**config.mk**
```make
export PLATFORM = sky130hd
export DESIGN_NAME = multi_digit_counter
export DESIGN_NICKNAME = d
export VERILOG_FILES = /design/src/rtl/multi_digit_counter.sv
export SDC_FILE = /design/constraint.sdc
export NUM_CORES = 1
export LEC_CHECK = 0
export BUFFER_PORTS_ARGS = -buffer_cell sky130_fd_sc_hd__buf_2
export CORE_MARGIN = 4
export CORE_UTILIZATION = 51
export DETAILED_ROUTE_END_ITERATION = 12
export PLACE_DENSITY = 0.77
export SYNTH_ARGS = -nofsm -noshare
export SYNTH_HDL_FRONTEND = slang
export SYNTH_SLANG_ARGS = --single-unit
```
**constraint.sdc**
```tcl
create_clock -name clk -period 1.9 [get_ports clk]
set_input_delay 0.095 -clock clk [delete_from_list [all_inputs] [get_ports clk]]
set_output_delay 0.095 -clock clk [all_outputs]
set_load 0.03 [all_outputs]
```
**src/rtl/multi_digit_counter.sv**
```systemverilog
// Cascaded modulo counter: DIGITS stages of 0..MAX_VAL, up/down, load/clear, carry and sticky wrap.
// Define MDC_SATURATE_EN to hold at the terminal state instead of wrapping.
module multi_digit_counter #(
    parameter int unsigned DIGIT_W = 4,
    parameter int unsigned MAX_VAL = 10,
    parameter int unsigned DIGITS  = 2
) (
    input  logic                        clk,
    input  logic                        a_reset,
    input  logic                        enable,
    input  logic                        up_dn,
    input  logic                        sclr,
    input  logic                        load,
    input  logic [DIGITS*DIGIT_W-1:0]   load_val,
    output logic [DIGITS*DIGIT_W-1:0]   count,
    output logic                        carry_out,
    output logic                        wrapped
);

    localparam int unsigned CNT_W = DIGITS * DIGIT_W;
    localparam logic [DIGIT_W-1:0] MAX_D = DIGIT_W'(MAX_VAL);

    logic [CNT_W-1:0]   count_q, count_d;
    logic               wrapped_q, wrapped_d;
    logic [CNT_W-1:0]   stepped;
    logic [CNT_W-1:0]   clamped;
    logic [DIGIT_W-1:0] dig;
    logic [DIGIT_W-1:0] lv;
    logic               ripple;
    logic               terminal;

    // Per-digit step: a digit moves only when every lower digit sits at its terminal value.
    always_comb begin
        stepped = count_q;
        clamped = '0;
        dig     = '0;
        lv      = '0;
        ripple  = 1'b1;
        for (int unsigned i = 0; i < DIGITS; i++) begin
            dig = count_q[i*DIGIT_W +: DIGIT_W];
            if (ripple) begin
                if (up_dn) begin
                    stepped[i*DIGIT_W +: DIGIT_W] = (dig == MAX_D) ? '0 : dig + DIGIT_W'(1);
                end else begin
                    stepped[i*DIGIT_W +: DIGIT_W] = (dig == '0) ? MAX_D : dig - DIGIT_W'(1);
                end
            end
            ripple = ripple & (up_dn ? (dig == MAX_D) : (dig == '0));
            lv = load_val[i*DIGIT_W +: DIGIT_W];
            clamped[i*DIGIT_W +: DIGIT_W] = (lv > MAX_D) ? MAX_D : lv;
        end
        terminal = ripple;
    end

    assign carry_out = enable & ~sclr & ~load & terminal;

    // Priority: sclr > load > enable > hold.
    always_comb begin
        count_d   = count_q;
        wrapped_d = wrapped_q;
        if (sclr) begin
            count_d   = '0;
            wrapped_d = 1'b0;
        end else if (load) begin
            count_d   = clamped;
            wrapped_d = 1'b0;
        end else if (enable) begin
            if (terminal) begin
                wrapped_d = 1'b1;
`ifdef MDC_SATURATE_EN
                count_d   = count_q;
`else
                count_d   = stepped;
`endif
            end else begin
                count_d = stepped;
            end
        end
    end

    always_ff @(posedge clk or posedge a_reset) begin
        if (a_reset) begin
            count_q   <= '0;
            wrapped_q <= 1'b0;
        end else begin
            count_q   <= count_d;
            wrapped_q <= wrapped_d;
        end
    end

    assign count   = count_q;
    assign wrapped = wrapped_q;

endmodule
```
==> key figures, run 1 <==
Outcome
  • Run status: finished clean

Floorplanning
  • Std-Cell Rows: 14
  • Die Height: 49.5 um
  • Overall die area: 2450 um2
  • Top-Level Pins: 24
  • Initial core utilization: 0.564
  • Die extent in x: 49.5 um
  • Core Region: 1560 um2

Worst hold path
  • Startpoint of the worst hold path: load_val[0]
  • Hold/Removal Path Class: input pin to flop

Synth
  • Fraction of the yosys area taken by sequential cells: 0.256
  • Library cell occupying the most area in the post-synthesis netlist: sky130_fd_sc_hd__dfrtp_1
  • Cell count after synthesis: 107
  • Area share of the leading cell type in the synthesized netlist: 0.256
  • Async set-or-reset flop fraction in the synthesized netlist: 1.00
  • Most common cell in the synthesized netlist: sky130_fd_sc_hd__a21oi_1
  • Ys flop type: sky130_fd_sc_hd__dfrtp_1
  • Flip-flop and latch count after synthesis: 9
  • Average instance area after synthesis: 8.22 um2
  • Dominant cells by area after synthesis: sky130_fd_sc_hd__dfrtp_1, sky130_fd_sc_hd__ha_1, sky130_fd_sc_hd__a21oi_1
  • Total standard cell area after synthesis: 880 um2
  • Netlist cell types: 37
  • Total number of yosys warnings: 0
  • Cell types with the highest counts after synthesis: sky130_fd_sc_hd__a21oi_1, sky130_fd_sc_hd__inv_1, sky130_fd_sc_hd__dfrtp_1
  • Net count of the mapped netlist: 129
  • Post-synth EDFFs: 0

Final layout
  • Net count reported at finish: 162
  • Register Area: 228 um2
  • Fillers: 117
  • Area growth from synthesis to final layout: 32.1%
  • Proportion of layout cells with a drive suffix above 1: 0.388
  • Number of diodes: 0
  • Final cell area excluding filler cells: 1160 um2
  • Area used by multi-input combinational logic: 642 um2

Drt
  • Count of antenna-violating nets left after detailed routing: 0
  • Vias per cell: 6.34
  • Mean routed wirelength per cell: 16.5 um
  • First-iteration detailed-routing DRC count: 30
  • DRC violation count after routing: 0
  • Total detailed-routing wirelength: 2560 um
  • DR vias: 983
  • Number of optimization iterations in the first detailed-route pass: 4

Placement
  • Final weighted congestion in routability-driven placement: 0.877
  • Buffers on Ports: 23
  • HPWL after DPL: 1660 um
  • Cell Area, Placed: 1020 um2

STA
  • Maximum frequency from static timing analysis: 537 MHz
  • Max Clock Skew: 0.000803 ns
  • Relative max-transition margin: 0.765
  • Fin crit period: 1.86 ns
  • Final Hold Fails: 0
  • Max-slew violations: 0
  • Slew of the pin with the lowest slew margin: 0.353 ns
  • Setup Total Neg Slack: 0 ns
  • Part of the cycle the worst path needs: 0.981
  • # setup viols final: 0
  • RSZ-0062 raised after global routing: yes

Setup path
  • Capturing element type of the critical path: output port
  • Type of the worst setup path: flop to output port
  • Critical path fanouts, max: 3
  • Reg-to-Reg Start: count[1]
  • Worst EP arrival: 1.77 ns
  • Setup crit start: count[4]
  • Required time worst endpoint: 1.80 ns
  • Element type at the critical path start: flop

Clock tree
  • Cell at the root of the clock tree: sky130_fd_sc_hd__clkbuf_4
  • Number of CTS-inserted buffers: 3
  • Insertion delay of the later-clocked pin in the worst-skew pair: 0.27 ns
  • CTS tree: done
  • CTS clk-pin slew, worst paths: 0.06 ns
  • Longest Clk Path Bufs: 2
  • Number of sinks driven by the clock tree: 9
  • H-tree depth: 1

GRT
  • Combined global-route utilization of all metal layers: 0.224
  • Global-route wire length before repair: 4310 um
  • Antenna violations before repair: 0
  • Largest net degree at the start of global routing: 15
  • Congestion Overflow GR: 0
  • Via count of the first global-routing pass: 963

Power
  • Static leakage: 0.527 nW
  • Worst-case vdd ir drop: 430 uV
  • Pwr dens: 547 nW/um2

Run
  • # Max-Cap Violations: 0
[per-layer routing]
| layer | track usage | vias to the layer above | routed length [um] |
|---|---|---|---|
| li1 | - | 468 | - |
| met1 | 0.288 | 462 | 1130 |
| met2 | 0.361 | 47 | 1220 |
| met3 | 0.0361 | 6 | 150 |
| met4 | 0.115 | 0 | 57 |
| met5 | 0 | - | 0 |
[through the flow]
stage | setup WS, ns | utilization | instances | power (mW) | hold slack (ns)
floorplan | -0.0330 | - | 107 | 0.376 | -0.0771
global placement | 0.0930 | 0.654 | 144 | 0.437 | 0.0699
detailed placement | 0.0878 | 0.654 | 144 | 0.443 | 0.0742
CTS | 0.00491 | 0.721 | 154 | 0.618 | 0.0978
global route | -0.112 | 0.746 | 155 | 0.683 | 0.112
finish | 0.0363 | 0.746 | 155 | 0.635 | 0.108
[critical path, cell delays in order, from the launching register on]
cell	delay (ns)
sky130_fd_sc_hd__dfrtp_1	0.39
sky130_fd_sc_hd__inv_2	0.09
sky130_fd_sc_hd__ha_4	0.14
sky130_fd_sc_hd__or3b_1	0.35
sky130_fd_sc_hd__a21oi_2	0.17
sky130_fd_sc_hd__nand2_1	0.08
sky130_fd_sc_hd__nor3_2	0.10
sky130_fd_sc_hd__buf_4	0.18
[kinds of logic (layout without fill, tap and decap cells)]
family,count (synthesis),after routing,share of synthesized area
adder cells (fa/ha/maj),8,8,0.114
AO/OA/AOI/OAI,45,45,0.336
AND/OR/NAND/NOR,28,28,0.212
buffers and inverters,17,49,0.0825
flip-flops,9,9,0.256
[final timing paths]
check | end | slack (ns) | cells after the start
min reg2reg | wrapped | 0.58 | 2
max reg2reg | count[7] | 0.04 | 7
max in group asynchronous | count[1] | 1.29 | 3
min in group asynchronous | count[4] | 0.33 | 3
max | carry_out | 0.04 | 7
min | count[0] | 0.11 | 3
[area by class of cell]
class,count,share of cell area
clock buffers,4,0.0226
inverters,11,0.0377
multi-input cells,81,0.552
flip-flops and latches,9,0.196
well taps,16,0.0172
repair buffers,34,0.174
[where the power goes]
group | total [mW] | leakage (nW) | internal [mW] | switching [mW]
Combinational | 0.263 | 0.397 | 0.109 | 0.153
Sequential | 0.223 | 0.116 | 0.205 | 0.0177
Clock | 0.150 | 0.0150 | 0.0811 | 0.0688
[registers in the layout, summed over array words and instances, names as in the netlist]
signal / flops
count: 8
wrapped: 1
[repair_timing]
item,in CTS,in global routing
hold buffers,1,0
endpoints found under the hold margin,9,0
setup endpoints to repair,1,6
resized for setup,9,8
buffers inserted,5,1
pin swaps,3,2
[cells in the final DEF (no fill, tap or decap), types with 2 or more instances in the layout]
cell                       count
sky130_fd_sc_hd__dfrtp_2       2
sky130_fd_sc_hd__buf_2        22
sky130_fd_sc_hd__a31oi_1       5
sky130_fd_sc_hd__nand2_1       3
sky130_fd_sc_hd__a211oi_1      3
sky130_fd_sc_hd__dfrtp_1       7
sky130_fd_sc_hd__ha_1          5
sky130_fd_sc_hd__inv_2         3
sky130_fd_sc_hd__nand3b_1      2
sky130_fd_sc_hd__nand3_1       4
sky130_fd_sc_hd__clkbuf_4      3
sky130_fd_sc_hd__ha_4          3
sky130_fd_sc_hd__a211o_1       2
sky130_fd_sc_hd__o21ai_0       7
sky130_fd_sc_hd__o211ai_1      4
sky130_fd_sc_hd__nor2_1        4
sky130_fd_sc_hd__a21oi_1      11
sky130_fd_sc_hd__nor3_2        3
sky130_fd_sc_hd__a311oi_1      2
sky130_fd_sc_hd__buf_4        11
sky130_fd_sc_hd__inv_1         7
sky130_fd_sc_hd__o21bai_1      2
sky130_fd_sc_hd__nor3_1        3
(Power assumes the default switching activity.)
==> run 2, diff against run 1 <==
- SETUP_SLACK_MARGIN: default -> 0.15
==> key figures, run 2 (synthesis results as in run 1) <==
Clock tree
  • Number of CTS-inserted buffers: 3 (unchanged)
  • Longest Clk Path Bufs: 2 (unchanged)
  • Insertion delay of the later-clocked pin in the worst-skew pair: 0.26 ns (was 0.27 ns)
  • H-tree depth: 1 (unchanged)
  • Cell at the root of the clock tree: sky130_fd_sc_hd__clkbuf_4 (unchanged)
  • Number of sinks driven by the clock tree: 9 (unchanged)
  • CTS tree: done (unchanged)
  • CTS clk-pin slew, worst paths: 0.07 ns (was 0.06 ns)

Floorplanning
  • Die Height: 49.5 um (unchanged)
  • Std-Cell Rows: 14 (unchanged)
  • Overall die area: 2450 um2 (unchanged)
  • Die extent in x: 49.5 um (unchanged)
  • Initial core utilization: 0.564 (unchanged)
  • Core Region: 1560 um2 (unchanged)
  • Top-Level Pins: 24 (unchanged)

STA
  • Worst path setup slack after routing: -0.0105 ns (was 0.0363 ns)
  • Relative max-transition margin: 0.724 (was 0.765)
  • Fin crit period: 1.91 ns (was 1.86 ns)
  • RSZ-0062 raised after global routing: yes (unchanged)
  • Max-slew violations: 0 (unchanged)
  • Maximum frequency from static timing analysis: 523 MHz (was 537 MHz)
  • # setup viols final: 1 (was 0)
  • Part of the cycle the worst path needs: 1.01 (was 0.981)
  • Final Hold Fails: 0 (unchanged)
  • Max Clock Skew: 0.00693 ns (was 0.000803 ns)
  • Slew of the pin with the lowest slew margin: 0.412 ns (was 0.353 ns)

Placement
  • Pre-CTS setup slack: 0.0876 ns (was 0.0878 ns)
  • Buffers on Ports: 23 (unchanged)
  • Placed cell count: 143 (was 144)
  • HPWL after DPL: 1710 um (was 1660 um)
  • Final weighted congestion in routability-driven placement: 0.910 (was 0.877)

GRT
  • Congestion Overflow GR: 0 (unchanged)
  • Combined global-route utilization of all metal layers: 0.211 (was 0.224)
  • Via count of the first global-routing pass: 878 (was 963)
  • Largest net degree at the start of global routing: 15 (unchanged)
  • Global-route wire length before repair: 4080 um (was 4310 um)
  • Antenna violations before repair: 0 (unchanged)

Final layout
  • Most frequent cells in the layout: sky130_fd_sc_hd__buf_2, sky130_fd_sc_hd__a21oi_1, sky130_fd_sc_hd__buf_4, sky130_fd_sc_hd__o21ai_0, sky130_fd_sc_hd__inv_1 (was sky130_fd_sc_hd__buf_2, sky130_fd_sc_hd__a21oi_1, sky130_fd_sc_hd__buf_4)
  • Fin cells: 155 (unchanged)
  • Area growth from synthesis to final layout: 34.9% (was 32.1%)
  • Proportion of layout cells with a drive suffix above 1: 0.410 (was 0.388)
  • Number of diodes: 0 (unchanged)
  • Number of flip-flops under the largest register name: 8 (unchanged)
  • Leading cell type in the layout, fill and taps excluded: sky130_fd_sc_hd__buf_2 (unchanged)
  • Net count reported at finish: 162 (unchanged)

Setup path
  • Critical path fanouts, max: 3 (unchanged)
  • Element type at the critical path start: flop (unchanged)
  • Worst EP arrival: 1.82 ns (was 1.77 ns)
  • Reg2reg setup slack: 0.07 ns (was 0.04 ns)
  • Kind of cell adding the most delay to the critical path: simple AND/OR/NAND/NOR gates (unchanged)
  • Slowest Stage Delay on Critical Path: 0.42 ns (was 0.39 ns)
  • Type of the worst setup path: flop to output port (unchanged)
  • Capturing element type of the critical path: output port (unchanged)
  • Crit-path cells: inv_2 > ha_4 > or3b_4 > a21oi_4 > nand2_2 > nor3_4 > buf_6 (was inv_2 > ha_4 > or3b_1 > a21oi_2 > nand2_1 > nor3_2 > buf_4)
  • Buf/Inv on CP: 2 (unchanged)
  • Required time worst endpoint: 1.80 ns (about the same)
  • Slowest-stage cell, CP: sky130_fd_sc_hd__dfrtp_2 (was sky130_fd_sc_hd__dfrtp_1)

Run
  • # Max-Cap Violations: 0 (unchanged)

Drt
  • Mean routed wirelength per cell: 16.4 um (was 16.5 um)
  • Total detailed-routing wirelength: 2550 um (was 2560 um)
  • Number of optimization iterations in the first detailed-route pass: 4 (unchanged)
  • Vias per cell: 6.29 (was 6.34)
  • DR vias: 975 (was 983)
  • First-iteration detailed-routing DRC count: 47 (was 30)
  • Count of antenna-violating nets left after detailed routing: 0 (unchanged)
  • DRC violation count after routing: 0 (unchanged)

Power
  • Static leakage: 0.530 nW (was 0.527 nW)
  • Worst-case vdd ir drop: 508 uV (was 430 uV)
  • Pwr dens: 545 nW/um2 (was 547 nW/um2)
  • Total design power: 0.647 mW (was 0.635 mW)

Outcome
  • Run status: complete, but fails checks (was finished clean)
  • Violated checks: negative setup slack

Worst hold path
  • Hold/Removal Path Class: input pin to flop (unchanged)
[run 2: cell types whose count changed in the layout (fill, tap and decap cells not counted), moves of 2 or more]
cell	delta
sky130_fd_sc_hd__buf_4	-2
sky130_fd_sc_hd__buf_6	+2
sky130_fd_sc_hd__dfrtp_1	-2
sky130_fd_sc_hd__dfrtp_2	+2
sky130_fd_sc_hd__nor3_2	-2
[run 2: layout make-up]
| class | instances | area, um2 |
|---|---|---|
| Timing Repair Buffer | 34 | 210 |
| Clock buffer | 4 | 26.3 |
| Multi-Input combinational cell | 81 | 656 |
| Inverter | 11 | 43.8 |
| Tap cell | 16 | 20.0 |
| Sequential cell | 9 | 230 |
| Fill cell | 109 | 373 |
[run 2: power breakdown]
part	internal, mW	switching, mW	total (mW)
Sequential	0.205	0.0183	0.224
Combinational	0.115	0.156	0.272
Clock	0.0810	0.0704	0.151
[run 2: final timing paths]
check / from / to / cells after the start
max: count[5] / carry_out / 7
min: load_val[4] / count[4] / 3
max reg2reg: count[5] / count[4] / 8
min reg2reg: wrapped / wrapped / 2
max in group asynchronous: a_reset / count[1] / 3
min in group asynchronous: a_reset / wrapped / 3
[run 2: timing repair]
| item | CTS | global route |
|---|---|---|
| endpoints found under the hold margin | 9 | 0 |
| setup endpoints to repair | 3 | 7 |
| hold buffers | 1 | 0 |
| pin swaps | 4 | 4 |
| gates cloned | 0 | 0 |
| gates resized for setup | 6 | 5 |
| setup buffers | 6 | 1 |
[run 2: metal layers]
metal | track usage | wire, um | share of wire
met5 | 0 | 0 | 0
met4 | 0.0553 | 59 | 0.023
met3 | 0.0422 | 178 | 0.070
met2 | 0.330 | 1170 | 0.46
met1 | 0.293 | 1140 | 0.45
[run 2: worst min-delay path, cell delays in order]
cell	delay [ns]
sky130_fd_sc_hd__buf_2	0.09
sky130_fd_sc_hd__a21oi_1	0.11
sky130_fd_sc_hd__nor3_1	0.05
[run 2: stage by stage]
step | hold WS [ns] | setup TNS [ns] | cell area, um2 | utilization
after global routing | 0.114 | -0.0801 | 1190 | 0.761
final | 0.122 | -0.0105 | 1190 | 0.761
after CTS | 0.117 | 0 | 1160 | 0.745
after detailed placement | 0.0862 | 0 | 1050 | 0.674
after floorplan | -0.0774 | 0 | 925 | -
after global placement | 0.0790 | 0 | 1050 | 0.674
==> run 3, diff against run 2 <==
- CORE_MARGIN: 4 -> default
- MAX_ROUTING_LAYER: default -> met4
- RECOVER_POWER: default -> 100
==> key figures, run 3 (synthesis results as in run 1) <==
STA
  • Worst path setup slack after routing: -0.00868 ns (was -0.0105 ns)
  • Final Hold Fails: 0 (unchanged)
  • Part of the cycle the worst path needs: 1.00 (was 1.01)
  • # setup viols final: 1 (unchanged)
  • Max Clock Skew: 0.00196 ns (was 0.00693 ns)
  • Setup Total Neg Slack: -0.00868 ns (was -0.0105 ns)
  • RSZ-0062 raised after global routing: yes (unchanged)
  • Maximum frequency from static timing analysis: 524 MHz (was 523 MHz)
  • Slew of the pin with the lowest slew margin: 0.371 ns (was 0.412 ns)
  • Fin crit period: 1.91 ns (about the same)
  • Worst hold margin: 0.125 ns (was 0.122 ns)
  • Max-slew violations: 0 (unchanged)
  • Relative max-transition margin: 0.753 (was 0.724)

Setup path
  • Capturing element type of the critical path: output port (unchanged)
  • Reg2reg setup slack: 0.05 ns (was 0.07 ns)
  • Reg-to-Reg Start: count[5] (unchanged)
  • Type of the worst setup path: flop to output port (unchanged)
  • Setup crit start: count[5] (unchanged)
  • Critical path fanouts, max: 3 (unchanged)
  • Element type at the critical path start: flop (unchanged)
  • Worst EP arrival: 1.81 ns (was 1.82 ns)
  • Required time worst endpoint: 1.80 ns (about the same)

Worst hold path
  • Startpoint of the worst hold path: load_val[4] (unchanged)
  • Hold/Removal Path Class: input pin to flop (unchanged)

Final layout
  • Final cell area excluding filler cells: 1230 um2 (was 1190 um2)
  • Number of flip-flops under the largest register name: 8 (unchanged)
  • Fillers: 107 (was 109)
  • Most frequent cells in the layout: sky130_fd_sc_hd__buf_2, sky130_fd_sc_hd__buf_4, sky130_fd_sc_hd__a21oi_1, sky130_fd_sc_hd__clkbuf_1, sky130_fd_sc_hd__inv_1 (was sky130_fd_sc_hd__buf_2, sky130_fd_sc_hd__a21oi_1, sky130_fd_sc_hd__buf_4, sky130_fd_sc_hd__o21ai_0, sky130_fd_sc_hd__inv_1)
  • Leading cell type in the layout, fill and taps excluded: sky130_fd_sc_hd__buf_2 (unchanged)
  • Net count reported at finish: 168 (was 162)
  • Proportion of layout cells with a drive suffix above 1: 0.407 (was 0.410)
  • Number of diodes: 0 (unchanged)
  • Area growth from synthesis to final layout: 40.4% (was 34.9%)

Power
  • Static leakage: 0.533 nW (was 0.530 nW)
  • Worst-case vdd ir drop: 514 uV (was 508 uV)
  • Pwr dens: 545 nW/um2 (about the same)
  • Total design power: 0.673 mW (was 0.647 mW)

Outcome
  • Violated checks: design-rule violations, negative setup slack (was negative setup slack)
  • Run status: complete, but fails checks (unchanged)

Clock tree
  • Cell at the root of the clock tree: sky130_fd_sc_hd__clkbuf_4 (unchanged)
  • CTS clk-pin slew, worst paths: 0.07 ns (about the same)
  • CTS tree: done (unchanged)
  • H-tree depth: 1 (unchanged)
  • Number of sinks driven by the clock tree: 9 (unchanged)
  • Longest Clk Path Bufs: 2 (unchanged)
  • Insertion delay of the later-clocked pin in the worst-skew pair: 0.27 ns (was 0.26 ns)
  • Number of CTS-inserted buffers: 3 (unchanged)

Floorplanning
  • Core Region: 1560 um2 (unchanged)
  • Top-Level Pins: 24 (unchanged)
  • Initial core utilization: 0.564 (unchanged)
  • Std-Cell Rows: 14 (unchanged)
  • Overall die area: 1890 um2 (was 2450 um2)
  • Die extent in x: 43.5 um (was 49.5 um)
  • Die Height: 43.5 um (was 49.5 um)

GRT
  • Congestion Overflow GR: 0 (unchanged)
  • Combined global-route utilization of all metal layers: 0.299 (was 0.211)
  • Antenna violations before repair: 0 (unchanged)
  • Largest net degree at the start of global routing: 15 (unchanged)
  • Global-route wire length before repair: 4110 um (was 4080 um)
  • Via count of the first global-routing pass: 890 (was 878)

Drt
  • Number of optimization iterations in the first detailed-route pass: 11 (was 4)
  • Vias per cell: 6.27 (was 6.29)
  • Total detailed-routing wirelength: 2650 um (was 2550 um)
  • First-iteration detailed-routing DRC count: 61 (was 47)
  • DRC violation count after routing: 2 (was 0)
  • Mean routed wirelength per cell: 16.5 um (was 16.4 um)
  • DR vias: 1010 (was 975)
  • Count of antenna-violating nets left after detailed routing: 0 (unchanged)

Placement
  • Cell Area, Placed: 1050 um2 (unchanged)
  • HPWL after DPL: 1600 um (was 1710 um)
  • Final weighted congestion in routability-driven placement: 0.837 (was 0.910)
  • Buffers on Ports: 23 (unchanged)

Run
  • # Max-Cap Violations: 0 (unchanged)
## run 3: per-stage QoR
step | worst slack (ns) | instances | utilization
final | -0.00868 | 161 | 0.792
after global routing | -0.0640 | 161 | 0.792
after floorplan | 0.125 | 107 | -
after CTS | 0.0242 | 157 | 0.761
after detailed placement | 0.0909 | 143 | 0.674
after global placement | 0.135 | 143 | 0.674
## run 3: power breakdown
part           switching (mW)  internal, mW  total, mW
combinational           0.165         0.128      0.293
sequential             0.0191         0.205      0.225
clock                  0.0742        0.0813      0.156
## run 3: area by class of cell
type	instances	area [um2]	share of cell area
inverter	11	43.8	0.0355
tap	16	20.0	0.0162
clock buffer	4	26.3	0.0213
multi-input combinational	81	664	0.538
sequential	9	230	0.186
timing repair buffer	40	250	0.203
## run 3: metal layers
| layer | share of wire | track usage | vias up |
|---|---|---|---|
| met2 | 0.46 | 0.445 | 55 |
| met4 | 0.037 | 0.113 | 0 |
| met3 | 0.065 | 0.0125 | 15 |
| met5 | 0 | - | - |
| met1 | 0.44 | 0.433 | 459 |
| li1 | - | - | 481 |
## run 3: worst max-delay path, stage by stage, from the launching register on
cell and delay (ns):
sky130_fd_sc_hd__dfrtp_2 0.41, sky130_fd_sc_hd__inv_2 0.08, sky130_fd_sc_hd__ha_4 0.14, sky130_fd_sc_hd__or3b_1 0.36
sky130_fd_sc_hd__a21oi_2 0.21, sky130_fd_sc_hd__nand2_2 0.09, sky130_fd_sc_hd__nor3_4 0.12, sky130_fd_sc_hd__buf_6 0.15
## run 3: final timing paths
| path | end | depth (start not counted) |
|---|---|---|
| hold / removal | count[4] | 3 |
| max in group asynchronous | count[0] | 3 |
| min in group asynchronous | count[6] | 3 |
| setup / recovery | carry_out | 7 |
| setup reg to reg | count[4] | 9 |
| hold reg to reg | wrapped | 2 |
## run 3: repair_timing
action / in CTS / in global routing
pin swaps: 4 / 7
gates cloned: 0 / 0
buffers inserted: 9 / 4
endpoints found under the setup margin: 4 / 6
resized for setup: 7 / 8
hold buffers: 1 / 0
endpoints found under the hold margin: 9 / 0
